`src/rtl/cpu_pkg.sv`:
```
// cpu_pkg: shared widths and loader FSM state for the 4-bit CPU
package cpu_pkg;
  localparam int DATA_W = 4;
  localparam int ADDR_W = 3;
  typedef enum logic [1:0] {IDLE, LOAD, RUN} state_t;
endpackage

```
`src/rtl/prog_store.sv`:
```
// prog_store: DEPTH x DATA_W register file, sync write, comb read, sync clear
module prog_store #(
  parameter int DEPTH = 8,
  parameter int ADDR_W = 3,
  parameter int DATA_W = 4
) (
  input  logic              clk,
  input  logic              rst,
  input  logic              we,
  input  logic [ADDR_W-1:0] wr_addr,
  input  logic [DATA_W-1:0] wr_data,
  input  logic [ADDR_W-1:0] rd_addr,
  output logic [DATA_W-1:0] rd_data
);
  logic [DATA_W-1:0] mem [DEPTH];
  always_ff @(posedge clk)
    if (rst) for (int i = 0; i < DEPTH; i++) mem[i] <= '0;
    else if (we) mem[wr_addr] <= wr_data;
  assign rd_data = mem[rd_addr];
endmodule

```
`src/rtl/cpu_prog_loader.sv`:
```
// cpu_prog_loader: loads the CPU program store over valid/ready and gates cpu_run
// CPU_LOADER_CHECKSUM_EN adds a trailing checksum word and the err flag
module cpu_prog_loader #(
  parameter int DEPTH = 8,
  parameter int ADDR_W = cpu_pkg::ADDR_W,
  parameter int DATA_W = cpu_pkg::DATA_W
) (
  input  logic              clk,
  input  logic              rst,
  input  logic              load_req,
  input  logic              wr_valid,
  input  logic [DATA_W-1:0] wr_data,
  output logic              wr_ready,
  input  logic [ADDR_W-1:0] rd_addr,
  output logic [DATA_W-1:0] rd_data,
  output logic              cpu_run,
  output logic              busy,
  output logic              done,
  output logic [ADDR_W:0]   count,
  output logic              err
);
  localparam logic [ADDR_W:0] LAST = (ADDR_W+1)'(DEPTH - 1);
  localparam logic [ADDR_W:0] CSUM = (ADDR_W+1)'(DEPTH);
  cpu_pkg::state_t state;
  logic accept, we;
  assign wr_ready = state == cpu_pkg::LOAD;
  assign busy = state == cpu_pkg::LOAD;
  assign cpu_run = state == cpu_pkg::RUN;
  // a restart request in the same cycle wins over the offered word
  assign accept = wr_ready && wr_valid && !load_req;
`ifdef CPU_LOADER_CHECKSUM_EN
  logic [DATA_W-1:0] sum;
  assign we = accept && count != CSUM;
  always_ff @(posedge clk)
    if (rst) begin
      state <= cpu_pkg::IDLE;
      count <= '0;
      done <= 1'b0;
      err <= 1'b0;
      sum <= '0;
    end else begin
      done <= 1'b0;
      if (load_req) begin
        state <= cpu_pkg::LOAD;
        count <= '0;
        err <= 1'b0;
        sum <= '0;
      end else if (accept) begin
        count <= count + 1'b1;
        sum <= sum + wr_data;
        if (count == CSUM) begin
          state <= wr_data == sum ? cpu_pkg::RUN : cpu_pkg::IDLE;
          done <= wr_data == sum;
          err <= wr_data != sum;
        end
      end
    end
`else
  assign we = accept;
  assign err = 1'b0;
  always_ff @(posedge clk)
    if (rst) begin
      state <= cpu_pkg::IDLE;
      count <= '0;
      done <= 1'b0;
    end else begin
      done <= 1'b0;
      if (load_req) begin
        state <= cpu_pkg::LOAD;
        count <= '0;
      end else if (accept) begin
        count <= count + 1'b1;
        if (count == LAST) begin
          state <= cpu_pkg::RUN;
          done <= 1'b1;
        end
      end
    end
`endif
  prog_store #(.DEPTH(DEPTH), .ADDR_W(ADDR_W), .DATA_W(DATA_W)) u_store (
    .clk(clk),
    .rst(rst),
    .we(we),
    .wr_addr(count[ADDR_W-1:0]),
    .wr_data(wr_data),
    .rd_addr(rd_addr),
    .rd_data(rd_data)
  );
endmodule

```
`config.mk`:
```
export PLATFORM = sky130hd
export DESIGN_NAME = cpu_prog_loader
export DESIGN_NICKNAME = d
export VERILOG_FILES = /design/src/rtl/cpu_pkg.sv /design/src/rtl/prog_store.sv /design/src/rtl/cpu_prog_loader.sv
export SDC_FILE = /design/constraint.sdc
export NUM_CORES = 1
export LEC_CHECK = 0
export ABC_CLOCK_PERIOD_IN_PS = 1900
export CORE_ASPECT_RATIO = 0.8
export CORE_MARGIN = 2
export CORE_UTILIZATION = 49
export CTS_CLUSTER_DIAMETER = 150
export DETAILED_ROUTE_END_ITERATION = 16
export GPL_TIMING_DRIVEN = 0
export HOLD_SLACK_MARGIN = 0.08
export PLACE_DENSITY = 0.75
export SETUP_SLACK_MARGIN = 0.05
export SLEW_MARGIN = 20
export SYNTH_ARGS = -nofsm -noshare
export SYNTH_HDL_FRONTEND = slang
export SYNTH_SLANG_ARGS = --single-unit
```
`constraint.sdc`:
```
create_clock -name clk -period 1.9 [get_ports clk]
set_clock_uncertainty 0.15 [all_clocks]
set_input_delay 0.38 -clock clk [delete_from_list [all_inputs] [get_ports clk]]
set_output_delay 0.38 -clock clk [all_outputs]
set_load 0.01 [all_outputs]
```
==> tab_implementation.tex <==
\begin{tabular}{lr}
\hline
Metric & Value \\
\hline
\multicolumn{2}{l}{\textbf{Status}} \\
\quad Status & finished with violations \\
\quad Violated checks & setup timing \\
\multicolumn{2}{l}{\textbf{Yosys}} \\
\quad Top cells by area in the synthesized netlist & edfxtp\_1 52\%, mux4\_1 11\%, dfxtp\_1 7.6\% \\
\quad Fraction of the yosys area taken by sequential cells & 59.4\% \\
\quad Commonest cells in the synthesized netlist & 35 x nor2\_1, 32 x edfxtp\_1, 10 x nand2\_1 \\
\quad Synth Instances & 142 \\
\quad Combinational family with the most area after synthesis & simple AND/OR/NAND/NOR gates \\
\quad Xor/xnor cell area share of the yosys netlist & 0.473\% \\
\quad Warnings from Yosys & 0 \\
\quad Simple logic cell fraction of the synthesized area & 16.4\% \\
\quad Portion of netlist area occupied by mux cells & 14.3\% \\
\quad Mapped cell area & 1850 µm² \\
\quad Post-synthesis net count & 154 \\
\quad Adder-cell share of the synthesized area & 0.675\% \\
\quad Cell variety after synth & 29 \\
\quad Dominant register cell in the synthesized netlist & edfxtp\_1 \\
\quad Per-instance average area after synthesis & 13.0 µm² \\
\quad Async SR Flop Fraction & 0\% \\
\quad Compound-gate portion of the synthesized area & 4.73\% \\
\quad Most frequently used cell type in the post-synthesis netlist & nor2\_1 \\
\quad Top-area cell type share of the netlist area & 51.9\% \\
\quad Number of flops mapped to enable cells by yosys & 32 \\
\quad Synthesized flop and latch total & 39 \\
\quad Cell taking the most area after synthesis & edfxtp\_1 \\
\multicolumn{2}{l}{\textbf{Placement}} \\
\quad GP Congestion & 0.801 \\
\quad Placed wire-length estimate after detailed placement & 2.84 mm \\
\quad Count of input and output buffers & 20 \\
\multicolumn{2}{l}{\textbf{Drt}} \\
\quad Drt first-iter violations & 147 \\
\quad Post-detailed-routing wire length & 4.07 mm \\
\quad Post-route DRC violation count & 0 \\
\quad Vias post-DR & 1245 \\
\quad Number of nets with antenna violations after routing & 0 \\
\quad First-pass DRT Iterations & 4 \\
\quad Number of vias per cell & 5.74 \\
\quad Post-detailed-route wirelength per cell & 18.7 µm \\
\multicolumn{2}{l}{\textbf{Global route}} \\
\quad GRT Total Usage & 21.3\% \\
\quad Sum of overflow across all layers after global routing & 0 \\
\quad Number of global-route vias before repair & 1262 \\
\quad First-pass GRT wire length & 6.49 mm \\
\quad Antenna violations before repair & 0 \\
\quad Maximum number of pins on one net before global-route repair & 13 \\
\multicolumn{2}{l}{\textbf{Timing}} \\
\quad Highest clock frequency the design can meet & 472 MHz \\
\quad Setup TNS & -835 ps \\
\quad RSZ-0062 raised after global routing & true \\
\quad Fin Hold WS & 203 ps \\
\quad Final critical-path required period & 2120 ps \\
\quad Slew Limit Fails & 0 \\
\quad Final Hold Vio Count & 0 \\
\quad Period utilisation layout & 111\% \\
\quad Smallest setup slack after layout & -217 ps \\
\quad Final count of negative-setup-slack endpoints & 4 \\
\multicolumn{2}{l}{\textbf{Floorplanning}} \\
\quad Number of placed I/O pins & 24 \\
\quad Starting density of the core & 52.7\% \\
\quad Placeable core region & 3520 µm² \\
\quad Y dimension of the die & 59 µm \\
\quad Standard-cell row count & 19 \\
\quad Die area & 4290 µm² \\
\quad Die Width & 72.8 µm \\
\multicolumn{2}{l}{\textbf{Power and ir drop}} \\
\quad Leakage component of the power & 0.830 nW \\
\quad Worst vdd rail ir drop & 0.000491 V \\
\quad Total power per unit cell area & 786 nW/µm² \\
\multicolumn{2}{l}{\textbf{Setup path}} \\
\quad Nature of the critical path startpoint & flip-flop \\
\quad Required time of the worst setup path & 1370 ps \\
\quad Crit path max fanout & 1 \\
\quad Number of cells on the worst reg-to-reg path & 4 \\
\quad CP endpoint kind & output pin \\
\quad Critical path data arrival time & 1590 ps \\
\quad Type of the setup path with the least slack & flip-flop to output pin \\
\multicolumn{2}{l}{\textbf{Finish}} \\
\quad Area delta synth->final & 26.9\% \\
\quad Count of antenna diodes in the layout & 0 \\
\quad Share of layout cells above drive strength 1 & 32.0\% \\
\quad Nets & 186 \\
\multicolumn{2}{l}{\textbf{Clock tree}} \\
\quad H-tree Lvls & 2 \\
\quad Clock tree from TritonCTS & done \\
\quad \# hold bufs at CTS & 0 \\
\quad Num CTS Buffers & 5 \\
\quad CTS sink cnt & 39 \\
\quad Post-CTS clock slew at the launch and capture registers of the worst setup and hold paths & 80 ps \\
\quad Clock Latency Late Sink & 290 ps \\
\quad Root buffer cell & clkbuf\_8 \\
\quad Clock Path Buffers & 2 \\
\multicolumn{2}{l}{\textbf{Hold path}} \\
\quad Worst hold path class & input port to flip-flop \\
\quad Cell count of the worst hold path & 2 \\
\multicolumn{2}{l}{\textbf{Flow run}} \\
\quad Max Cap Viol & 0 \\
\hline
\end{tabular}
kinds of logic (layout without fill, tap and decap cells):
logic type / Yosys count / count (layout)
AO/OA/AOI/OAI: 12 / 12
XOR/XNOR: 1 / 1
adder cells (fa/ha/maj): 1 / 1
buffers and inverters: 13 / 46
flip-flops: 39 / 39
multiplexers: 13 / 13
other: 1 / 1
AND/OR/NAND/NOR: 62 / 62
per-layer routing:
metal | part of all wire (%) | global-route usage, % | wire length, µm | up-vias
met5 | 0 | 0 | 0 | -
met2 | 47 | 32.6 | 1890 | 64
li1 | - | - | - | 572
met1 | 45 | 30.5 | 1820 | 601
met4 | 1.6 | 7.94 | 65 | 0
met3 | 7.1 | 4.25 | 288 | 8
per-stage QoR:
stage                     std cells  instance area, µm²  utilization, %  worst slack, ps  power [mW]
after floorplan                 142                1850               -             54.5        1.06
after global placement          204                2110            59.9             -710        1.12
after detailed placement        204                2110            59.9             -774        1.13
after CTS                       217                2350            66.8             -212        1.86
after global routing            217                2350            66.9             -251        1.91
final                           217                2350            66.9             -217        1.85
path summary, 6_finish.rpt:
check,from,end,slack [ps]
setup / recovery,u_store.mem[1][3]$_SDFFCE_PN0P_,rd_data[3],-220
hold / removal,load_req,count[0]$_SDFFE_PP0P_,200
setup reg to reg,count[0]$_SDFFE_PP0P_,u_store.mem[3][0]$_SDFFCE_PN0P_,150
hold reg to reg,count[3]$_SDFFE_PP0P_,count[3]$_SDFFE_PP0P_,380
critical path, stage by stage, from the launching register on:
cell and delay (ps):
edfxtp_1 400, mux4_2 480, mux2_2 290, buf_6 120
power breakdown:
part / total [mW] / leakage [nW] / internal [mW] / switching, mW
Clock: 0.714 / 0.0612 / 0.425 / 0.290
Combinational: 0.176 / 0.380 / 0.0992 / 0.0770
Sequential: 0.959 / 0.389 / 0.947 / 0.0122
timing repair:
| item | 4_1_cts | 5_1_grt |
|---|---|---|
| setup buffers | 5 | 0 |
| setup endpoints to repair | 49 | 20 |
| pin swaps | 4 | 1 |
| gates resized for setup | 60 | 5 |
| cloned | 0 | 0 |
| hold endpoints to repair | 0 | 0 |
cell usage in the layout, fill, tap and decap left out, types with 2 or more instances in the layout:
cell type,count
buf_6,5
clkbuf_2,3
dfxtp_2,2
inv_1,3
dlygate4sd2_1,4
dfxtp_1,4
or3_1,3
nor2_1,35
clkdlybuf4s50_1,11
nor2b_1,2
nand2_1,10
mux4_2,8
clkbuf_8,6
edfxtp_1,32
nor3_1,4
mux2_2,3
buf_2,2
o21bai_4,7
buf_4,10
nand3_4,2
sequential cells by signal, summed over array words and instances, names as in the netlist:
register     count
u_store.mem     32
count            4
state            2
done             1
layout make-up:
cell class	instances	area [µm²]
fillers	251	1170
flip-flops and latches	39	1110
multi-input cells	90	762
repair buffers	25	233
clock buffers	6	82.6
plain buffers	10	68.8
well taps	42	52.6
clock inverters	2	35.0
inverters	3	11.3
Power figures use the tool's default switching activity.
